## src/rtl/commit_trace_packer_if.sv

```systemverilog
// commit_trace_packer_if: 64-bit valid/ready beat stream from the packer to the trace sink.
interface commit_trace_packer_if;
    logic [63:0] tdata;
    logic        tvalid;
    logic        tlast;
    logic        tready;
    modport master (output tdata, tvalid, tlast, input tready);
    modport slave (input tdata, tvalid, tlast, output tready);
endinterface

```

## src/rtl/commit_trace_packer.sv

```systemverilog
// commit_trace_packer: buffers ILA commit records in a FIFO and streams each as three 64-bit beats,
// counting records lost to overflow and flagging the next stored record.
module commit_trace_packer #(
    parameter int DEPTH  = 16,
    parameter int ADDR_W = 4
) (
    input  logic                coreclk0,
    input  logic                corerst0_n,
    input  logic                trace_en,
    input  logic [1:0]          ila_hartid,
    input  logic [31:0]         ila_csr_time,
    input  logic [39:0]         ila_pc,
    input  logic                ila_instr_valid,
    input  logic [31:0]         ila_instr,
    input  logic                ila_rd_wen,
    input  logic [4:0]          ila_rd_waddr,
    input  logic [63:0]         ila_rd_wdata,
    commit_trace_packer_if.master m,
    input  logic                clear_drops,
    output logic [15:0]         drop_count,
    output logic [ADDR_W:0]     fifo_level
);
    typedef enum logic [1:0] {IDLE, B0, B1, B2} state_t;
    typedef struct packed {
        logic        drop;
        logic [1:0]  hartid;
        logic        wen;
        logic [4:0]  waddr;
        logic [39:0] pc;
        logic [31:0] instr;
        logic [31:0] ctime;
        logic [63:0] wdata;
    } rec_t;

    rec_t              mem [DEPTH];
    rec_t              head;
    logic [127:0]      hold;
    logic [ADDR_W-1:0] wptr, rptr;
    logic              drop_pending;
    state_t            state, state_n;
    logic              pop;
    logic [63:0]       tdata_n;

    wire push  = trace_en & ila_instr_valid;
    wire full  = fifo_level == (ADDR_W+1)'(DEPTH);
    wire empty = fifo_level == '0;
    wire acc   = push & ~full;
    wire drop  = push & full;
    wire hs    = m.tvalid & m.tready;

    assign head = mem[rptr];

    always_comb begin
        pop     = !empty && (state == IDLE || (state == B2 && hs));
        state_n = pop ? B0 : (state == IDLE || !hs) ? state : state == B0 ? B1 : state == B1 ? B2 : IDLE;
        tdata_n = pop ? {head.hartid, head.wen, head.waddr, head.drop, 15'h0, head.pc}
                : (hs && state == B0) ? hold[127:64]
                : (hs && state == B1) ? hold[63:0] : m.tdata;
    end

    // Storage has no reset; occupancy is tracked by the pointers and level alone.
    always_ff @(posedge coreclk0)
        if (acc)
            mem[wptr] <= {drop_pending, ila_hartid, ila_rd_wen, ila_rd_waddr, ila_pc, ila_instr, ila_csr_time, ila_rd_wdata};

    always_ff @(posedge coreclk0 or negedge corerst0_n)
        if (!corerst0_n) begin
            state        <= IDLE;
            m.tdata      <= '0;
            m.tvalid     <= 1'b0;
            m.tlast      <= 1'b0;
            hold         <= '0;
            wptr         <= '0;
            rptr         <= '0;
            fifo_level   <= '0;
            drop_count   <= '0;
            drop_pending <= 1'b0;
        end else begin
            state        <= state_n;
            m.tdata      <= tdata_n;
            m.tvalid     <= state_n != IDLE;
            m.tlast      <= state_n == B2;
            hold         <= pop ? {head.instr, head.ctime, head.wdata} : hold;
            wptr         <= wptr + ADDR_W'(acc);
            rptr         <= rptr + ADDR_W'(pop);
            fifo_level   <= fifo_level + (ADDR_W+1)'(acc) - (ADDR_W+1)'(pop);
            drop_count   <= clear_drops ? 16'(drop) : (drop && drop_count != 16'hFFFF) ? drop_count + 16'd1 : drop_count;
            drop_pending <= drop ? 1'b1 : acc ? 1'b0 : drop_pending;
        end
endmodule

```

## src/flat_wrapper.sv

```systemverilog
// flat-port wrapper written by rule: the top's interface ports become plain ports
module commit_trace_packer_flat 
#(
    parameter int DEPTH  = 16,
    parameter int ADDR_W = 4
)
  (coreclk0, corerst0_n, trace_en, ila_hartid, ila_csr_time, ila_pc, ila_instr_valid, ila_instr, ila_rd_wen, ila_rd_waddr, ila_rd_wdata, clear_drops, drop_count, fifo_level, m_tdata, m_tvalid, m_tlast, m_tready);
  commit_trace_packer_if m_i ();
  input  logic coreclk0;
  input  logic corerst0_n;
  input  logic trace_en;
  input  logic [1:0] ila_hartid;
  input  logic [31:0] ila_csr_time;
  input  logic [39:0] ila_pc;
  input  logic ila_instr_valid;
  input  logic [31:0] ila_instr;
  input  logic ila_rd_wen;
  input  logic [4:0] ila_rd_waddr;
  input  logic [63:0] ila_rd_wdata;
  input  logic clear_drops;
  output logic [15:0] drop_count;
  output logic [ADDR_W:0] fifo_level;
  output wire logic [$bits(m_i.tdata)-1:0] m_tdata;
  output wire logic [$bits(m_i.tvalid)-1:0] m_tvalid;
  output wire logic [$bits(m_i.tlast)-1:0] m_tlast;
  input wire logic [$bits(m_i.tready)-1:0] m_tready;
  assign m_tdata = m_i.tdata;
  assign m_tvalid = m_i.tvalid;
  assign m_tlast = m_i.tlast;
  assign m_i.tready = m_tready;
  commit_trace_packer #(.DEPTH(DEPTH), .ADDR_W(ADDR_W)) u_core (.coreclk0(coreclk0), .corerst0_n(corerst0_n), .trace_en(trace_en), .ila_hartid(ila_hartid), .ila_csr_time(ila_csr_time), .ila_pc(ila_pc), .ila_instr_valid(ila_instr_valid), .ila_instr(ila_instr), .ila_rd_wen(ila_rd_wen), .ila_rd_waddr(ila_rd_waddr), .ila_rd_wdata(ila_rd_wdata), .m(m_i), .clear_drops(clear_drops), .drop_count(drop_count), .fifo_level(fifo_level));
endmodule
```

## config.mk

```make
export PLATFORM = sky130hd
export DESIGN_NAME = commit_trace_packer_flat
export DESIGN_NICKNAME = d
export VERILOG_FILES = /design/src/rtl/commit_trace_packer_if.sv /design/src/rtl/commit_trace_packer.sv /design/src/flat_wrapper.sv
export SDC_FILE = /design/constraint.sdc
export NUM_CORES = 2
export LEC_CHECK = 0
export BUFFER_PORTS_ARGS = -buffer_cell sky130_fd_sc_hd__buf_2
export CAP_MARGIN = 25
export CORE_MARGIN = 10
export CORE_UTILIZATION = 56
export CTS_CLUSTER_DIAMETER = 40
export DETAILED_ROUTE_END_ITERATION = 7
export HOLD_SLACK_MARGIN = 0.08
export PLACE_DENSITY = 0.79
export SLEW_MARGIN = 20
export SYNTH_ARGS = -nofsm -noshare
export SYNTH_HDL_FRONTEND = slang
export SYNTH_SLANG_ARGS = --single-unit
export TNS_END_PERCENT = 1
```

## constraint.sdc

```tcl
create_clock -name coreclk0 -period 15.1 [get_ports coreclk0]
set_input_delay 1.51 -clock coreclk0 [delete_from_list [all_inputs] [get_ports coreclk0]]
set_output_delay 1.51 -clock coreclk0 [all_outputs]
set_load 0.05 [all_outputs]
```

Word-level counts from Yosys, hierarchy flattened
Memory sizes are Yosys's and may differ from the RTL's.
Cells that the tools add are included.
{"block": "classes", "addsub": 5, "n_eq_ne": 6, "mux": 13, "bitwise_logic": 5, "n_reduce_logical": 15}
{"op": "$mux W64", "count": 3}
{"op": "$mux W16", "count": 2}
{"op": "$add A16 B1 Y16 const B", "count": 1}
{"op": "$ne A16 B16 Y1 const B", "count": 1}
{"op": "$add A4 B1 Y4", "count": 2}
{"op": "$mux W2", "count": 4}
{"op": "$eq A2 B2 Y1 const B", "count": 3}
{"op": "$reduce_bool A2 Y1", "count": 3}
{"op": "$add A5 B1 Y5", "count": 1}
{"op": "$eq A5 B5 Y1 const B", "count": 1}
{"op": "$logic_and A1 B1 Y1", "count": 5}
{"op": "$logic_not A5 Y1", "count": 1}
{"op": "$sub A5 B1 Y5", "count": 1}
{"op": "$and A1 B1 Y1", "count": 4}
{"op": "$mux W1", "count": 4}
{"op": "$reduce_bool A3 Y1", "count": 1}
{"op": "$eq A2 B1 Y1 const B", "count": 1}
{"op": "$logic_not A1 Y1", "count": 2}
{"op": "$logic_not A2 Y1", "count": 1}
{"op": "$logic_or A1 B1 Y1", "count": 2}
{"op": "$not A1 Y1", "count": 1}
{"block": "word_totals", "register_bits": 226, "ram_bits": 2832, "in_bits": 182, "output_inout_bits": 87, "elab_cells": 55, "memories": 1}
{"name": "u_core.mem", "depth": 16, "word_bits": 177, "read_ports": 1, "rd_clocked_by_memory_dff": 0, "write_ports": 1, "line_no": "commit_trace_packer.sv:35", "source": "rec_t mem [DEPTH];"}

Longest topological paths before layout
{"block": "logic_depth", "ltp_word": 6, "depth_mapped": 15, "mapped_depth_nobuf": 13}

Worst setup path after synthesis
OpenSTA, ideal clock, no wires.
{"block": "synth_timing", "path_kind": "input-to-reg", "from": "input port trace_en", "to": "memory u_core.mem[0][0] (netlist name), enable pin", "setup_ps": 930, "arrival_ps": 13993, "slack_ps": 177, "path_stages": 3, "n_path_buf": 0, "cell_sequence": "nand2_1 > or4_1 > nor3_1"}
{"block": "synth_between", "elab_chain_len": 4}
{"item": "start: declaration", "line_no": "flat_wrapper.sv:11", "source": "input logic trace_en;"}
{"item": "$and A1 B1 Y1", "line_no": "commit_trace_packer.sv:44", "source": "wire push = trace_en & ila_instr_valid;"}
{"item": "$and A1 B1 Y1", "line_no": "commit_trace_packer.sv:47", "source": "wire acc = push & ~full;"}
{"item": "$mux W1", "line_no": "commit_trace_packer.sv:63", "source": "if (acc)"}
{"item": "$mux W1 (not written as such)", "line_no": "commit_trace_packer.sv:64", "source": "mem[wptr] <= {drop_pending, ila_hartid, ila_rd_wen, ila_rd_waddr, ila_pc, ila_instr, ila_csr_time, ila_rd_wdat ..."}
{"item": "end: declaration", "line_no": "commit_trace_packer.sv:35"}
Every way passes these cells.

Final worst setup path
{"block": "layout_timing", "from": "register u_core.fifo_level[2]", "to": "memory u_core.mem[4][4] (netlist name), enable pin"}
{"block": "layout_between", "elab_chain_len": 5}
{"item": "start: declaration", "line_no": "commit_trace_packer.sv:21", "source": "output logic [ADDR_W:0] fifo_level"}
{"item": "start signal: assignment", "line_no": "commit_trace_packer.sv:86", "source": "fifo_level <= fifo_level + (ADDR_W+1)'(acc) - (ADDR_W+1)'(pop);"}
{"item": "$eq A5 B5 Y1", "line_no": "commit_trace_packer.sv:45", "source": "wire full = fifo_level == (ADDR_W+1)'(DEPTH);"}
{"item": "$not A1 Y1", "line_no": "commit_trace_packer.sv:47"}
{"item": "$and A1 B1 Y1", "line_no": "commit_trace_packer.sv:47"}
{"item": "$mux W1", "line_no": "commit_trace_packer.sv:63"}
{"item": "$mux W1 (not written as such)", "line_no": "commit_trace_packer.sv:64"}
Every way passes these cells.

==> impl_metrics.ini <==
[status]
outcome = finished clean

[cts]
cts_resized = 0
cts_buffers = 378
cts_tree = done
holdBufCountCts = 0
path_clk_slew_ns = 0.06
htreeDepth = 5
cts.sinks = 3058
root_buffer = clkbuf_16
postCtsSetupBuffers = 0
clock_path_buffers = 4
insertion_delay_ns = 0.99

[timing]
fin_ws_ns = 9.648
slew_headroom_pct = 16.37
hold_viol = 0
finClkSkew_ns = 0.07534
whs_ns = 0.4845
fin_crit_sh_pct = 36.11
setup_tns_ns = 0
min_period_ns = 5.452
finalSetupViolations = 0
max_freq_mhz = 183.4
worst_slew_pin_slew_ns = 1.254
rsz0062_at_grt = false
finalMaxSlewViolations = 0

[cells_and_area]
fillers = 12260
synthToLayoutAreaGrowth_pct = 15.05
drive_gt1_share_pct = 31.16
multi_input_area_um2 = 24090
seq_area_um2 = 90710
nets = 5871
fin_util_pct = 64.60
stdcell_count = 8721

[logic_synthesis]
synthFlopType = edfxtp_1
synth_edf_count = 2832
ys_ff_latch = 3058
async_reset_ff_share_pct = 7.390
syn_area_um2 = 116000
synth.net_count = 5443
ys_warn_count = 0
ys_types = 53
synth.avg_cell_area_um2 = 22.13
postSynthCellCount = 5244
seq_area_frac_synth_pct = 78.16

[worst_setup_path]
worst_path_most_repeated_cell = buf_4
slowest_delay_ns = 0.96
worstPathArrival_ns = 6.00
crit_fanout = 51
critPathKind = flop to flop
crit_chain = inv_1, ha_1, and4bb_2, or4_1, nor2_4, buf_4, buf_4, buf_4
cp.required_ns = 15.65
start_kind = flop
crit_path_end_kind = flop
crit_slowest_cell = buf_4

[floorplan]
initial_utilization_pct = 56.15
die_y_um = 475.2
ios = 269
die_area_um2 = 225800
core-area_um2 = 206700
die-width_um = 475.2
row_count = 167

[grt]
grt_pass1_vias = 63750
antenna_found_initial = 81
grt_pass1_wl_mm = 461.6
grtUsageTotal_pct = 28.43
grt_max_degree = 168
grt_overflow_total = 0

[routing]
viasPerCell = 7.085
initialDrtViolationCount = 9649
wirelength_mm = 326.2
vias = 61790
drc = 0
ant_nets = 0
dr.pass1.iters = 8
wl_per_cell_um = 37.41

[place]
gp_congestion = 0.7848
hpwl_mm = 158.5
dpl.cell_count = 7985
dp_slack_ns = 8.946
port_buffers = 268

[hold_path]
hold_path_class = primary input to async pin

[power]
p_leak_nw = 42.82
power_density_nw_per_um2 = 202.0
peakVddDrop_uv = 288.2

[flow_run]
drv_cap = 0
## registers in the layout, summed over array words and instances (netlist names)
name and flops:
u_core.fifo_level 5, u_core.m.tlast 1, u_core.state 2, u_core.wptr 4
u_core.drop_count 16, u_core.rptr 4, u_core.hold 128, u_core.drop_pending 1
u_core.m.tvalid 1, u_core.m.tdata 64, u_core.mem 2832
## critical path: cells and delay by family (launching register included)
kind	cells	cell delay, ns
adder cells (fa/ha/maj)	1	0.24
AND/OR/NAND/NOR	3	1.83
buffers and inverters	4	2.53
flip-flops	1	0.39
## Yosys cell counts (all sizes together), types with 4 or more instances
cell,number,area (µm²)
edfxtp,2832,85040
mux4,708,15950
o22ai,299,1871
dfrtp,226,5655
a21oi,204,1021
clkbuf,179,671.9
buf,149,685.7
mux2,131,1475
nor2b,53,331.6
mux2i,51,510.5
a31oi,49,306.5
o211ai,46,345.3
a22oi,45,337.8
o21a,45,337.8
nor2,27,101.4
o21ai,22,110.1
o221ai,19,166.4
nand2,18,67.56
nand3b,18,135.1
inv,17,63.81
ha,16,200.2
nand3,11,55.05
nor3,9,45.04
or4,8,60.06
nor4,7,43.79
o31ai,6,45.04
or3,6,37.54
a211o,4,35.03
nand4,4,31.28
o2bb2ai,4,35.03
xnor2,4,35.03
xor2,4,35.03
## worst paths after layout
check | slack [ns] | cells past startpoint | from | endpoint
setup / recovery | 9.65 | 8 | u_core.fifo_level[2]$_DFF_PN0_ | u_core.mem[4][4]$_DFFE_PP_
hold / removal | 0.48 | 1 | corerst0_n | u_core.hold[94]$_DFFE_PN0N_
setup reg to reg | 9.65 | 8 | u_core.fifo_level[2]$_DFF_PN0_ | u_core.mem[4][4]$_DFFE_PP_
hold reg to reg | 0.58 | 2 | u_core.hold[43]$_DFFE_PN0N_ | u_core.hold[43]$_DFFE_PN0N_
max in group asynchronous | 12.65 | 3 | corerst0_n | u_core.hold[50]$_DFFE_PN0N_
min in group coreclk0 | 0.58 | 2 | u_core.hold[43]$_DFFE_PN0N_ | u_core.hold[43]$_DFFE_PN0N_
## per-layer routing
metal / track usage [%] / wire [µm] / vias to the layer above
met5: 0 / 299 / -
met4: 16.88 / 22190 / 50
met3: 7.572 / 39200 / 1152
met2: 45.02 / 158800 / 5380
met1: 35.62 / 105700 / 31890
li1: - / - / 23320
## per-stage QoR
step | cell area (µm²) | power, mW
3_3_place_gp | 120500 | 17.44
6_report | 133500 | 26.97
5_1_grt | 133500 | 27.64
4_1_cts | 133100 | 26.83
3_5_place_dp | 120600 | 17.63
2_1_floorplan | 116000 | 15.45
## layout make-up
cell class / count / share of cell area (%)
Tap cell: 2704 / 2.534
Clock buffer: 463 / 7.585
Clock inverter: 223 / 1.843
Timing Repair Buffer: 376 / 1.906
Sequential cell: 3058 / 67.95
Multi-Input combinational cell: 1840 / 18.05
Antenna cell: 39 / 0.07311
Inverter: 18 / 0.05624
## report_power, final
group          switching [mW]  internal (mW)  leakage, nW
clock                    3.65           5.42         6.08
combinational            4.34           2.94         8.66
sequential              0.653           9.97         28.1
total                    8.64           18.3         42.8
## cell families (layout without fill, tap and decap cells)
group	count (synthesis)	in the layout	share of synthesized area [%]
buffers and inverters	346	1080	1.228
other	0	39	0
flip-flops	3058	3058	78.16
AND/OR/NAND/NOR	175	175	0.8788
XOR/XNOR	8	8	0.06038
adder cells (fa/ha/maj)	17	17	0.1898
multiplexers	890	890	15.45
AO/OA/AOI/OAI	750	750	4.025
## cells in the final DEF, fill, tap and decap left out, types with 46 or more instances in the layout
cell       instances
edfxtp_1        2832
mux4_2           708
clkbuf_16        384
o22ai_1          299
buf_2            267
dfrtp_1          222
a21oi_1          204
mux2_2           131
buf_4             81
clkbuf_1          57
nor2b_1           53
mux2i_1           51
a31oi_1           49
inv_6             49
o211ai_1          46
(Power assumes the default switching activity.)
